==> config.mk <==
export PLATFORM = sky130hd
export DESIGN_NAME = tf_chan_rx
export DESIGN_NICKNAME = d
export VERILOG_FILES = /design/src/rtl/tf_chan_rx.sv
export SDC_FILE = /design/constraint.sdc
export NUM_CORES = 1
export LEC_CHECK = 0
export CORE_ASPECT_RATIO = 2
export CORE_MARGIN = 2
export CORE_UTILIZATION = 48
export DETAILED_ROUTE_END_ITERATION = 12
export PLACE_DENSITY = 0.75
export SYNTH_ARGS = -nofsm -noshare
export SYNTH_HDL_FRONTEND = slang
export SYNTH_SLANG_ARGS = --single-unit
==> constraint.sdc <==
create_clock -name clk -period 1.77 [get_ports clk]
set_input_delay 0.354 -clock clk [delete_from_list [all_inputs] [get_ports clk]]
set_output_delay 0.354 -clock clk [all_outputs]
set_load 0.01 [all_outputs]
==> src/rtl/tf_chan_rx.sv <==
// tf_chan_rx: synchronous receiver for the tokenflow 4-phase bundled-data channel.
// Define TF_RX_SEQ_CHECK_EN to build the pronic-sequence checker that drives seq_err.
module tf_chan_rx #(
  parameter int W     = 15,
  parameter int DEPTH = 4,
  parameter int SYNC  = 2
) (
  input  logic                         clk,
  input  logic                         reset,
  input  logic                         in_req,
  input  logic [W-1:0]                 in_data,
  output logic                         in_ack,
  output logic                         out_valid,
  input  logic                         out_ready,
  output logic [W-1:0]                 out_data,
  output logic [$clog2(DEPTH+1)-1:0]   level,
  output logic                         seq_err
);

  localparam int AW = $clog2(DEPTH);
  localparam int LW = $clog2(DEPTH + 1);

  typedef enum logic {
    IDLE    = 1'b0,
    WAIT_LO = 1'b1
  } state_e;

  logic [SYNC-1:0] sync_q;
  logic            req_s;
  state_e          state_q, state_d;
  logic            ack_q;
  logic [AW-1:0]   wr_ptr_q, rd_ptr_q;
  logic [LW-1:0]   level_q, level_d;
  logic [W-1:0]    mem_q [DEPTH];
  logic            push, pop;

  assign req_s = sync_q[SYNC-1];
  assign pop   = (level_q != '0) && out_ready;

  // NOTE: every always_comb output gets a default first so no path can infer a latch.
  always_comb begin
    state_d = state_q;
    push    = 1'b0;
    case (state_q)
      IDLE: begin
        // Gate on registered occupancy only; a same-cycle pop does not free a slot.
        if (req_s && (level_q < LW'(DEPTH))) begin
          push    = 1'b1;
          state_d = WAIT_LO;
        end
      end
      WAIT_LO: begin
        if (!req_s) state_d = IDLE;
      end
      default: state_d = IDLE;
    endcase
  end

  always_comb begin
    level_d = level_q;
    if (push && !pop)      level_d = level_q + LW'(1);
    else if (!push && pop) level_d = level_q - LW'(1);
  end

  always_ff @(posedge clk) begin
    if (reset) begin
      sync_q   <= '0;
      state_q  <= IDLE;
      ack_q    <= 1'b0;
      wr_ptr_q <= '0;
      rd_ptr_q <= '0;
      level_q  <= '0;
    end else begin
      sync_q  <= {sync_q[SYNC-2:0], in_req};
      state_q <= state_d;
      ack_q   <= (state_d == WAIT_LO);
      level_q <= level_d;
      if (push) wr_ptr_q <= wr_ptr_q + AW'(1);
      if (pop)  rd_ptr_q <= rd_ptr_q + AW'(1);
    end
  end

  // NOTE: the storage array is deliberately not reset; pointers and level define validity.
  always_ff @(posedge clk) begin
    if (push) mem_q[wr_ptr_q] <= in_data;
  end

  assign in_ack    = ack_q;
  assign out_valid = (level_q != '0);
  assign out_data  = mem_q[rd_ptr_q];
  assign level     = level_q;

`ifdef TF_RX_SEQ_CHECK_EN
  logic [W-1:0] exp_q, step_q;
  logic         err_q;

  // Pronic sequence n(n+1): successive differences are 2, 4, 6, ...
  always_ff @(posedge clk) begin
    if (reset) begin
      exp_q  <= '0;
      step_q <= W'(2);
      err_q  <= 1'b0;
    end else if (push) begin
      if (in_data != exp_q) err_q <= 1'b1;
      exp_q  <= exp_q + step_q;
      step_q <= step_q + W'(2);
    end
  end

  assign seq_err = err_q;
`else
  assign seq_err = 1'b0;
`endif

endmodule
==> flow_metrics.py <==
metrics = {
    "critical_path": {
        "r2r_end": "level[2]$_SDFFE_PP0P_",
        "cp.required_ps": 1420,
        "cp_data_arrival_time_ps": 1560,
        "cp_common_cell": "buf_6",
        "cpLargestDelayFamily": "multiplexers",
        "worstPathMaxFanout": 8,
        "crit_chain": "buf_12 > buf_6 > mux4_2 > buf_6",
        "crit_path_max_incr_delay_ps": 510,
        "rrSetupSlack_ps": -90,
        "start_kind": "flip-flop",
        "end_kind": "output pin",
        "rr_worst_depth": 7,
        "critPathSlowestCell": "mux4_2",
        "worst_r2r_startpoint": "level[0]$_SDFFE_PP0P_",
        "critPathKind": "flip-flop to output pin",
        "cp_num_buf_inv": 3,
    },
    "worst_hold_path": {
        "whs_path_depth": 1,
        "min_to": "sync_q[1]$_SDFF_PP0_",
        "min_from": "sync_q[0]$_SDFF_PP0_",
        "hp-class": "flip-flop to flip-flop",
    },
    "timing": {
        "setup_viol": 16,
        "clock_skew_ps": 6.89,
        "period_minus_slack_ps": 1910,
        "hold_viol_final": 0,
        "holdWs_ps": 444,
        "rsz0062_at_grt": "true",
        "fin_crit_sh_pct": 108,
        "max_freq_mhz": 523,
        "maxSlewViolCount": 0,
        "setup_ws_ps": -144,
        "setup_tns_ps": -1960,
    },
    "outcome": {
        "status": "finished, violations left",
        "violations": "setup timing",
    },
    "floorplanning": {
        "ios": 40,
        "dieHeight_um": 111,
        "die_area_um2": 6380,
        "dieWidth_um": 57.5,
        "coreArea_um2": 5610,
        "initial_core_util_pct": 49.0,
        "row_count": 39,
    },
    "clocking": {
        "cts_buffers": 9,
        "cts_hold_buf": 0,
        "cts_sinks": 72,
        "cts_root_buffer": "clkbuf_16",
        "clk_pin_slew_ps": 60,
        "clk-insertion-delay-late_ps": 330,
        "cts_tree": "done",
        "clockBufferDepth": 2,
        "htreeDepth": 3,
    },
    "synthesis": {
        "ys_seq_area_share_pct": 74.3,
        "synth_seq_cells": 72,
        "synthCells": 131,
        "synth_fp_nets": 156,
        "avgSynthCellArea_um2": 21.0,
        "syn_area_um2": 2750,
        "yosysWarnings": 0,
        "ys_types": 26,
    },
    "layout": {
        "area_growth_pct": 33.7,
        "drive_gt1_share_pct": 39.3,
        "layoutNonFillerInstCount": 262,
        "design_area_um2": 3670,
        "antennaDiodeCount": 0,
        "fin_nets": 221,
    },
    "pwr": {
        "p_leak_nw": 1.30,
        "max-vdd-ir-drop_mv": 1.15,
        "p_int_mw": 4.09,
        "netSwitchingFraction_pct": 24.4,
        "p_comb_share_pct": 26.9,
        "seqPwrFrac_pct": 37.5,
        "totalPowerFinal_mw": 5.41,
        "clkPwrFrac_pct": 35.5,
        "switchingPower_mw": 1.32,
        "p_per_area_nw_per_um2": 1470,
    },
    "drt": {
        "dr.pass1.iters": 4,
        "final_antenna_net_count": 0,
        "num_vias": 1386,
        "viasPerCell": 5.29,
        "routed_wl_um": 4410,
        "drt_first_iter_violations": 35,
        "remaining_drc_errors": 0,
        "wl_per_cell_um": 16.8,
    },
    "grt": {
        "grt_antenna_before_repair": 0,
        "grt_max_degree": 16,
        "track_usage_pct": 16.0,
        "overflow": 0,
        "grt_pass1_wl_um": 7300,
        "grt_pass1_vias": 1453,
    },
    "placement": {
        "dpl.cell_count": 238,
        "placed_cell_area_um2": 3300,
        "dp_hpwl_um": 2700,
        "place.port_buffers": 38,
        "gp_congestion": 0.708,
    },
    "flow_run": {
        "maxCapViolations": 0,
    },
}
## worst max path at each step
stage                                startpoint                     to  slack, ps  depth (start not counted)
after detailed placement              out_ready  level[2]$_SDFFE_PP0P_       -400                          8
after global placement                out_ready  level[2]$_SDFFE_PP0P_       -340                          8
after global routing                  flip-flop           out_data[11]       -200                          4
after floorplan           level[2]$_SDFFE_PP0P_  level[2]$_SDFFE_PP0P_       -100                          7
final                                 flip-flop            out_data[3]       -140                          4
after CTS                             flip-flop           out_data[11]       -160                          4
## state kept, by name, indices dropped and copies added, names as in the netlist, named ones only
name,cells
rd_ptr_q,2
wr_ptr_q,2
sync_q,2
in_ack,1
mem_q,60
level,3
## layer usage
| layer | up-vias | wire length, um | global-route usage [%] |
|---|---|---|---|
| met5 | - | 0 | 0 |
| li1 | 644 | - | - |
| met2 | 33 | 2240 | 24.0 |
| met3 | 7 | 198 | 4.32 |
| met1 | 702 | 1870 | 20.0 |
| met4 | 0 | 91 | 10.2 |
## cells in the mapped netlist
master	number	area (um2)
mux2i_1	2	20.0
ha_1	5	62.6
buf_6	1	11.3
conb_1	1	3.75
nor2b_1	3	18.8
fa_1	1	20.0
buf_2	1	5.00
buf_12	1	20.0
nor2_1	7	26.3
mux4_1	5	131
a21oi_1	1	5.00
o21ai_0	1	5.00
nor3b_1	1	7.51
o31ai_2	1	12.5
o311ai_0	1	8.76
and2_1	4	25.0
edfxtp_1	60	1800
xor2_1	4	35.0
or3_1	2	12.5
nor3b_4	1	18.8
mux4_2	10	225
clkbuf_1	1	3.75
dfxtp_1	12	240
buf_4	1	7.51
xnor2_1	1	8.76
inv_1	3	11.3
## power groups by stage
| stage | Sequential [mW] | Clock [mW] | Combinational, mW |
|---|---|---|---|
| after floorplan | 2.09 | 0 | 0.705 |
| after global placement | 2.06 | 0 | 1.29 |
| after detailed placement | 2.06 | 0 | 1.31 |
| after CTS | 2.03 | 1.96 | 1.43 |
| after global routing | 2.04 | 2.03 | 1.60 |
| final | 2.03 | 1.92 | 1.46 |
## layout by cell type, fill, tap and decap left out, types with 3 or more instances in the layout
cell,n
buf_4,17
and2_1,4
clkdlybuf4s50_1,22
nor2b_1,3
buf_6,11
mux4_2,15
ha_1,4
buf_12,3
nor2_1,7
clkbuf_16,9
edfxtp_1,60
buf_2,6
dfxtp_1,7
dfxtp_2,4
xor2_1,4
## repair_timing
action | CTS | global route
resized for setup | 78 | 6
pin swaps | 2 | 1
setup endpoints to repair | 18 | 17
setup buffers | 7 | 1
## through the flow
step	setup slack, ps	util [%]
4_1_cts	-162	65.1
5_1_grt	-201	65.5
3_5_place_dp	-399	58.8
2_1_floorplan	-101	-
6_report	-144	65.5
3_3_place_gp	-336	58.8
## cell families after synthesis
logic type,Yosys count,share of synthesized area [%]
xor gates and xnor gates,5,1.59
adders and majority gates,6,3.01
buffers and inverters,8,2.14
DFF,72,74.3
and+or+nand+nor,18,3.96
muxes,17,13.7
other,1,0.136
AOI/OAI and AO/OA,4,1.14
## final cells by class
type / count / area, um2
clock inverters: 7 / 103
inverters: 3 / 11.3
clock buffers: 9 / 225
repair buffers: 59 / 562
multi-input cells: 51 / 646
well taps: 61 / 76.3
fillers: 381 / 1940
flip-flops and latches: 72 / 2050
Note: power is estimated with default switching activity, not from simulation.
